<file path="config.mk">
export PLATFORM = sky130hd
export DESIGN_NAME = systolic_feeder
export DESIGN_NICKNAME = d
export VERILOG_FILES = /design/src/rtl/systolic_feeder_pkg.sv /design/src/rtl/systolic_operand_store.sv /design/src/rtl/systolic_feeder.sv
export SDC_FILE = /design/constraint.sdc
export NUM_CORES = 1
export LEC_CHECK = 0
export CAP_MARGIN = 40
export CORE_ASPECT_RATIO = 1.25
export CORE_MARGIN = 4
export CORE_UTILIZATION = 29
export CTS_CLUSTER_DIAMETER = 120
export DETAILED_ROUTE_END_ITERATION = 8
export PLACE_DENSITY = 0.49
export SYNTH_ARGS = -nofsm -noshare
export SYNTH_HDL_FRONTEND = slang
export SYNTH_SLANG_ARGS = --single-unit
</file>
<file path="constraint.sdc">
create_clock -name clk -period 8.9 [get_ports clk]
set_input_delay 2.67 -clock clk [delete_from_list [all_inputs] [get_ports clk]]
set_output_delay 2.67 -clock clk [all_outputs]
set_load 0.05 [all_outputs]
</file>
<file path="src/rtl/systolic_feeder_pkg.sv">
// Shared types and constants for the 3x3 systolic array feeder, array and bench.
package systolic_feeder_pkg;
  localparam int N      = 3;
  localparam int N_ELEM = N * N;

  localparam logic LD_SEL_A = 1'b0;
  localparam logic LD_SEL_B = 1'b1;

  // Skew depth 3 plus one MAC stage
  localparam int DEF_CLR_CYCLES   = 1;
  localparam int DEF_DRAIN_CYCLES = 4;

  typedef enum logic [2:0] {
    ST_IDLE,
    ST_CLEAR,
    ST_STREAM,
    ST_DRAIN,
    ST_DONE
  } feeder_state_e;
endpackage

</file>
<file path="src/rtl/systolic_operand_store.sv">
// Operand register file for matrices A and B, with column-of-A / row-of-B read by beat k.
module systolic_operand_store
  import systolic_feeder_pkg::*;
#(
  parameter int DW = 32
) (
  input  logic                 clk,
  input  logic                 rst,
  input  logic                 we_i,
  input  logic                 sel_i,
  input  logic [3:0]           addr_i,
  input  logic [DW-1:0]        data_i,
  input  logic [1:0]           k_i,
  output logic [N-1:0][DW-1:0] a_col_o,
  output logic [N-1:0][DW-1:0] b_row_o
);
  logic [DW-1:0] a_q [N_ELEM];
  logic [DW-1:0] b_q [N_ELEM];

  // Addresses 9..15 complete the handshake upstream but land nowhere
  always_ff @(posedge clk or negedge rst) begin
    if (!rst) begin
      for (int e = 0; e < N_ELEM; e++) begin
        a_q[e] <= '0;
        b_q[e] <= '0;
      end
    end else if (we_i && (addr_i < 4'(N_ELEM))) begin
      if (sel_i == LD_SEL_B) b_q[addr_i] <= data_i;
      else                   a_q[addr_i] <= data_i;
    end
  end

  always_comb begin
    for (int i = 0; i < N; i++) begin
      a_col_o[i] = a_q[i*N + int'(k_i)];
      b_row_o[i] = b_q[int'(k_i)*N + i];
    end
  end
endmodule

</file>
<file path="src/rtl/systolic_feeder.sv">
// Run sequencer: clears the MACs, streams aligned A columns / B rows, waits out the array pipeline.
module systolic_feeder
  import systolic_feeder_pkg::*;
#(
  parameter int DW           = 32,
  parameter int CLR_CYCLES   = DEF_CLR_CYCLES,
  parameter int DRAIN_CYCLES = DEF_DRAIN_CYCLES
) (
  input  logic          clk,
  input  logic          rst,
  input  logic          ld_valid,
  output logic          ld_ready,
  input  logic          ld_sel,
  input  logic [3:0]    ld_addr,
  input  logic [DW-1:0] ld_data,
  input  logic          start,
  output logic          busy,
  output logic          done,
  output logic          mac_clr,
  output logic [DW-1:0] dataa1,
  output logic [DW-1:0] dataa2,
  output logic [DW-1:0] dataa3,
  output logic [DW-1:0] datab1,
  output logic [DW-1:0] datab2,
  output logic [DW-1:0] datab3
);
  localparam int            CW         = 8;
  localparam logic [CW-1:0] CLR_LOAD   = CW'(CLR_CYCLES - 1);
  localparam logic [CW-1:0] DRAIN_LOAD = CW'(DRAIN_CYCLES - 1);

  feeder_state_e        state_q;
  logic [CW-1:0]        cnt_q;
  logic [1:0]           k_q;
  logic                 busy_q, done_q, mac_clr_q;
  logic [N-1:0][DW-1:0] dataa_q, datab_q;
  logic [N-1:0][DW-1:0] a_col, b_row;

  assign ld_ready = (state_q == ST_IDLE);

  systolic_operand_store #(.DW(DW)) u_store (
    .clk     (clk),
    .rst     (rst),
    .we_i    (ld_valid & ld_ready),
    .sel_i   (ld_sel),
    .addr_i  (ld_addr),
    .data_i  (ld_data),
    .k_i     (k_q),
    .a_col_o (a_col),
    .b_row_o (b_row)
  );

  // Outputs are registered from the current state, so they trail it by one cycle
  always_ff @(posedge clk or negedge rst) begin
    if (!rst) begin
      state_q   <= ST_IDLE;
      cnt_q     <= '0;
      k_q       <= '0;
      busy_q    <= 1'b0;
      done_q    <= 1'b0;
      mac_clr_q <= 1'b0;
      dataa_q   <= '0;
      datab_q   <= '0;
    end else begin
      mac_clr_q <= (state_q == ST_CLEAR);
      done_q    <= (state_q == ST_DONE);
      if (state_q == ST_STREAM) begin
        dataa_q <= a_col;
        datab_q <= b_row;
      end else begin
        dataa_q <= '0;
        datab_q <= '0;
      end
      case (state_q)
        ST_IDLE: if (start) begin
          state_q <= ST_CLEAR;
          cnt_q   <= CLR_LOAD;
          busy_q  <= 1'b1;
        end
        ST_CLEAR: if (cnt_q == '0) begin
          state_q <= ST_STREAM;
          k_q     <= '0;
        end else begin
          cnt_q <= cnt_q - 1'b1;
        end
        ST_STREAM: if (k_q == 2'(N - 1)) begin
          state_q <= ST_DRAIN;
          cnt_q   <= DRAIN_LOAD;
        end else begin
          k_q <= k_q + 1'b1;
        end
        ST_DRAIN: if (cnt_q == '0) state_q <= ST_DONE;
                  else             cnt_q   <= cnt_q - 1'b1;
        ST_DONE: begin
          state_q <= ST_IDLE;
          busy_q  <= 1'b0;
        end
        default: state_q <= ST_IDLE;
      endcase
    end
  end

  assign busy    = busy_q;
  assign done    = done_q;
  assign mac_clr = mac_clr_q;
  assign dataa1  = dataa_q[0];
  assign dataa2  = dataa_q[1];
  assign dataa3  = dataa_q[2];
  assign datab1  = datab_q[0];
  assign datab2  = datab_q[1];
  assign datab3  = datab_q[2];
endmodule

</file>
Word level (Yosys, flattened, before mapping)
Cells that the tools add are included.
Storage, ports and cells
  register bits: 784
  word-level logic and storage cells: 118
  output and inout port bits: 196
Operators by class
  multiply operators: 1
  $lt $le $gt $ge: 9
  bitwise logic cells: 9
  $add $sub $neg: 6
  muxes and demuxes: 38
  reduce and logical (&&, ||, !) cells: 14
  equality and inequality tests: 11
Operators by type and width (number)
  binary-select mux 32 bit (select 4 bit): 6
  bitwise mux 288 bit: 2
  two-way mux 32 bit: 13
  greater-or-equal comparator 32 x 5 -> 1 bit (second input constant): 6
  two-way mux 96 bit: 2
  inverter 32 bit: 5
  demux 32 bit (select 4 bit): 1
  adder 32 x 2 -> 32 bit (second input constant): 1
  adder 32 x 3 -> 32 bit (second input constant): 1
  inverter 2 -> 32 bit: 1
  two-way mux 8 bit: 3
  one-hot mux 8 bit (3 select lines): 1
  two-way mux 3 bit: 4
  one-hot mux 3 bit (4 select lines): 1
  logical NOT 8 bit: 1
  AND reduction 4 bit: 2
  subtractor 8 x 1 -> 8 bit (second input constant): 1
  == test 3 x 2 -> 1 bit (second input constant): 2
  != test 2 x 1 -> 1 bit (second input constant): 3
  != test 2 bit (second input constant): 3
  AND reduction 2 bit: 3
  greater-or-equal comparator 5 bit (second input constant): 1
  less-than comparator 5 x 1 -> 1 bit (second input constant): 1
  inverter 4 -> 5 bit: 1
  other kinds (20): 23

Logic depth before layout (Yosys ltp)
  depth in word-level cells: 7
  gate-level depth with buffers: 11

Modules after synthesis
Synthesis repeated with hierarchy kept, for this count alone.
Second synthesis, totals
  cell total of the unflattened synthesis: 2644
  area total of the unflattened synthesis: 37526.0 um2
By module, submodules not included
  systolic_operand_store: cells each 2137, area an instance 30486.7 um2, times used 1
  systolic_feeder: cells each 507, area an instance 7039.3 um2, times used 1

Least setup slack after synthesis
Ideal clock, no wire load.
  kind: input -> register
  start: in ld_valid
  end: reg u_store.b_q[33] (netlist name)
  library setup time: 0.125 ns
  path buffers: 2
  required time: 8.775 ns
  cell stages on the path: 6
  setup slack: 4.512 ns
  arrival time: 4.264 ns
  cells stage by stage: or4b_4 > nor3b_4 > and4_1 > buf_2 > buf_4 > mux2_2
Between the ends
  longest elaborated chain between the ends: 3
Ends and longest elaborated chain
  start: declaration: line systolic_feeder.sv:11  | input logic ld_valid,
  AND 1 bit: line systolic_feeder.sv:43  | .we_i (ld_valid & ld_ready),
  logical AND 1 bit: line systolic_operand_store.sv:27  | end else if (we_i && (addr_i < 4'(N_ELEM))) begin
  AND reduction 2 bit (no line)
  end signal: indexed assignment: line systolic_operand_store.sv:28  | if (sel_i == LD_SEL_B) b_q[addr_i] <= data_i;
  end: declaration: line systolic_operand_store.sv:18  | logic [DW-1:0] b_q [N_ELEM];
No other way between the ends.
A chain may end at the register's enable or synchronous reset.

Worst setup path after layout
  start: reg state_q[2]
  end: out ld_ready
Between the ends
  longest elaborated chain between the ends: 1
Ends and longest elaborated chain
  start: declaration: line systolic_feeder.sv:31  | feeder_state_e state_q;
  start signal: assignment: line systolic_feeder.sv:55  | state_q <= ST_IDLE;
  start signal: assignment: line systolic_feeder.sv:75  | state_q <= ST_CLEAR;
  start signal: assignment: line systolic_feeder.sv:80  | state_q <= ST_STREAM;
  logical NOT 3 bit: line systolic_feeder.sv:38  | assign ld_ready = (state_q == ST_IDLE);
  end: declaration: line systolic_feeder.sv:12  | output logic ld_ready,
No other way between the ends.

==> run_results.csv <==
group,metric,value,unit
sta,setup_viol,0,
floorplanning,ioPinCount,237,
min_path,hp-start,"u_store.a_q[140]$_DFFE_PN0P_",
critical_path,path_depth,2,
clocking,cts.clk_slew.worst_paths,60,ps
synthesis,yosys_warnings,0,
placement,dp.cells,4084,
floorplanning,fp.dieH,401,um
critical_path,end_kind,"output pin",
sta,fin_ws,3830,ps
critical_path,worstPathRequired,6230,ps
global_routing,grt_start_max_net_pins,176,
power_and_ir_drop,powerDensity,228,nW/um^2
cells_and_area,final_cells,4258,
cells_and_area,final_cell_mix,"dfrtp_1, mux2_2, clkdlybuf4s50_1, mux4_2, mux2i_1",
cells_and_area,final_common_cell,"dfrtp_1",
critical_path,path_buf_inv,1,
power_and_ir_drop,cellLeakagePower,19.6,nW
global_routing,use_met3,0.0321,
critical_path,cp.arrival,2400,ps
floorplanning,start_util,0.292,
placement,port-buffer-count,236,
sta,min_period_over_period,0.569,
clocking,cts_tree,"done",
sta,finalClockSkew,27.1,ps
synthesis,netlist_area,35900,um^2
global_routing,grtUsageTotal,0.171,
critical_path,cpLargestDelayFamily,"buffers and inverters",
clocking,ctsHtreeMaxLevel,3,
min_path,hold_path_depth,1,
cells_and_area,final_util,0.352,
critical_path,critPathLaunchType,"flop",
sta,hold_viol_final,0,
synthesis,synth_area_per_cell,15.0,um^2
run,maxCapViolations,0,
route,drtIter0Drc,1526,
clocking,numCtsBuffers,89,
status,status,"finished, final reports clean",
sta,rsz0062_at_grt,"false",
route,wl,111,mm
critical_path,crit_chain,"nor3_1 > clkdlybuf4s50_1",
clocking,cts_root_buffer,"clkbuf_16",
synthesis,synth_cell_types,54,
synthesis,synthesis.instances,2399,
floorplanning,rows,144,
cells_and_area,syn_to_final_growth,20.7,%
synthesis,synth_flop_cell,"dfrtp_1",
synthesis,async_flop_share,1.00,
sta,fin_tns_setup,0,ps
floorplanning,core,123000,um^2
critical_path,reg2reg_to,"datab3[4]$_DFF_PN0_",
floorplanning,dieArea,129000,um^2
placement,gp_congestion,0.756,
route,post_drt_wl_per_cell,26.2,um
critical_path,path_class,"flop to output pin",
route,via_per_inst,5.16,
global_routing,grt.overflow.total,0,
synthesis,syn_nets,2446,
critical_path,critPathMaxFanout,16,
critical_path,r2r-start,"k_q[0]$_DFFE_PN0P_",
synthesis,yosysSeqAreaShare,0.547,
clocking,ctsResizeCount,0,
cells_and_area,drive_gt1_frac,0.375,
critical_path,cp_slowest_cell,"clkdlybuf4s50_1",
global_routing,grt_use_met1,0.222,
critical_path,ff2ff_setup_slack,4110,ps
clocking,cts_setup_buffers,0,
global_routing,grt_use_met2,0.288,
power_and_ir_drop,peakVddDrop,0.000263,V
placement,hpwl,68.2,mm
sta,slew_headroom,0.327,
min_path,holdPathEnd,"u_store.a_q[140]$_DFFE_PN0P_",
placement,pre_cts_ws,3240,ps
global_routing,antenna_found_initial,12,
critical_path,r2r_cells,8,
synthesis,synth-seq-cells,784,
clocking,clock-sinks,784,
sta,fmax,0.197,GHz
route,ant_nets,0,
critical_path,slowest_delay,850,ps
sta,period_needed,5070,ps
route,drc,0,
cells_and_area,final_nets,2617,
global_routing,grt_pass1_wl,165,mm
cells_and_area,fill_cells,11800,
global_routing,grt_busiest_layer,"met2",
route,vias,22000,
sta,worst_pin_slew,1010,ps
global_routing,grt_pass1_vias,24100,
route,first_pass_iters,5,
min_path,hp-class,"flop to flop",
clocking,hold_buffers,0,
clocking,cts_buffer_depth,3,
floorplanning,dieWidth,323,um
clocking,clkLatencyLatePin,680,ps
sta,slew_viol_final,0,
synthesis,synth_edf_count,0,
-- logic make-up after synthesis --
family / after synthesis / share of synthesized area
muxes: 926 / 0.342
buffers and inverters: 217 / 0.0259
AOI/OAI and AO/OA: 189 / 0.0413
xor gates and xnor gates: 2 / 0.000488
adders and majority gates: 6 / 0.00209
and+or+nand+nor: 275 / 0.0416
DFF: 784 / 0.547
-- metrics by stage --
stage	instance area (um^2)	hold WS, ps	total power, mW
2_1_floorplan	35900	474	5.36
3_3_place_gp	39900	481	6.00
3_5_place_dp	40100	492	6.09
4_1_cts	43300	505	10.0
5_1_grt	43300	509	10.3
6_report	43300	503	9.87
-- final cells by class --
type | instances | area, um^2 | area share
flip-flops and latches | 784 | 19600 | 0.453
multi-input cells | 1398 | 15500 | 0.358
repair buffers | 288 | 2970 | 0.0687
clock buffers | 124 | 2660 | 0.0615
well taps | 1606 | 2010 | 0.0464
clock inverters | 42 | 459 | 0.0106
inverters | 9 | 33.8 | 0.000780
diodes | 7 | 17.5 | 0.000405
-- registers in the layout, summed over array words and instances, names as in the netlist --
signal,count
u_store.a_q,288
u_store.b_q,288
dataa1,32
dataa2,32
dataa3,32
datab1,32
datab2,32
datab3,32
cnt_q,8
state_q,3
k_q,2
busy,1
done,1
mac_clr,1
-- worst max path at each step --
stage                                 startpoint                            to  slack (ps)
after CTS                 state_q[2]$_DFFE_PN0P_                      ld_ready        3780
after global placement                  ld_valid  u_store.b_q[246]$_DFFE_PN0P_        3280
after global routing      state_q[2]$_DFFE_PN0P_                      ld_ready        3680
after detailed placement                ld_valid  u_store.b_q[245]$_DFFE_PN0P_        3240
after floorplan                         ld_valid   u_store.b_q[33]$_DFFE_PN0P_        4510
final                     state_q[2]$_DFFE_PN0P_                      ld_ready        3830
-- per-layer routing --
metal	vias to the layer above	share of wire
met1	11800	0.42
met4	8	0.028
met3	167	0.052
li1	9324	-
met5	-	0.00051
met2	637	0.49
-- report_power, final --
part / switching, mW / internal (mW)
combinational: 1.18 / 0.871
sequential: 0.191 / 3.76
clock: 1.57 / 2.30
total: 2.94 / 6.93
-- Yosys cell counts, types with 9 or more instances --
cell type  instances  area, um^2
nor2_1           108         405
buf_4              9        67.6
a211oi_1          25         188
mux2i_1          167        1670
dfrtp_1          784       19600
a22oi_1           50         375
buf_1             34         128
buf_2             65         325
mux2_2           559        6290
inv_1              9        33.8
a32o_1            25         250
nor2b_1           37         231
nand2_1           13        48.8
and3_1            17         106
and2_1            58         363
mux4_2           182        4100
clkbuf_1         100         375
a221o_1           38         380
mux2_1            18         203
a21oi_1           38         190
-- worst reg2reg max path, cell delays in order (launching register included) --
cell	delay [ps]
dfrtp_4	820
inv_1	360
ha_4	780
buf_4	730
buf_4	700
and2_2	520
buf_12	240
a22oi_1	120
a32o_1	360
Note: power is estimated with default switching activity, not from simulation.
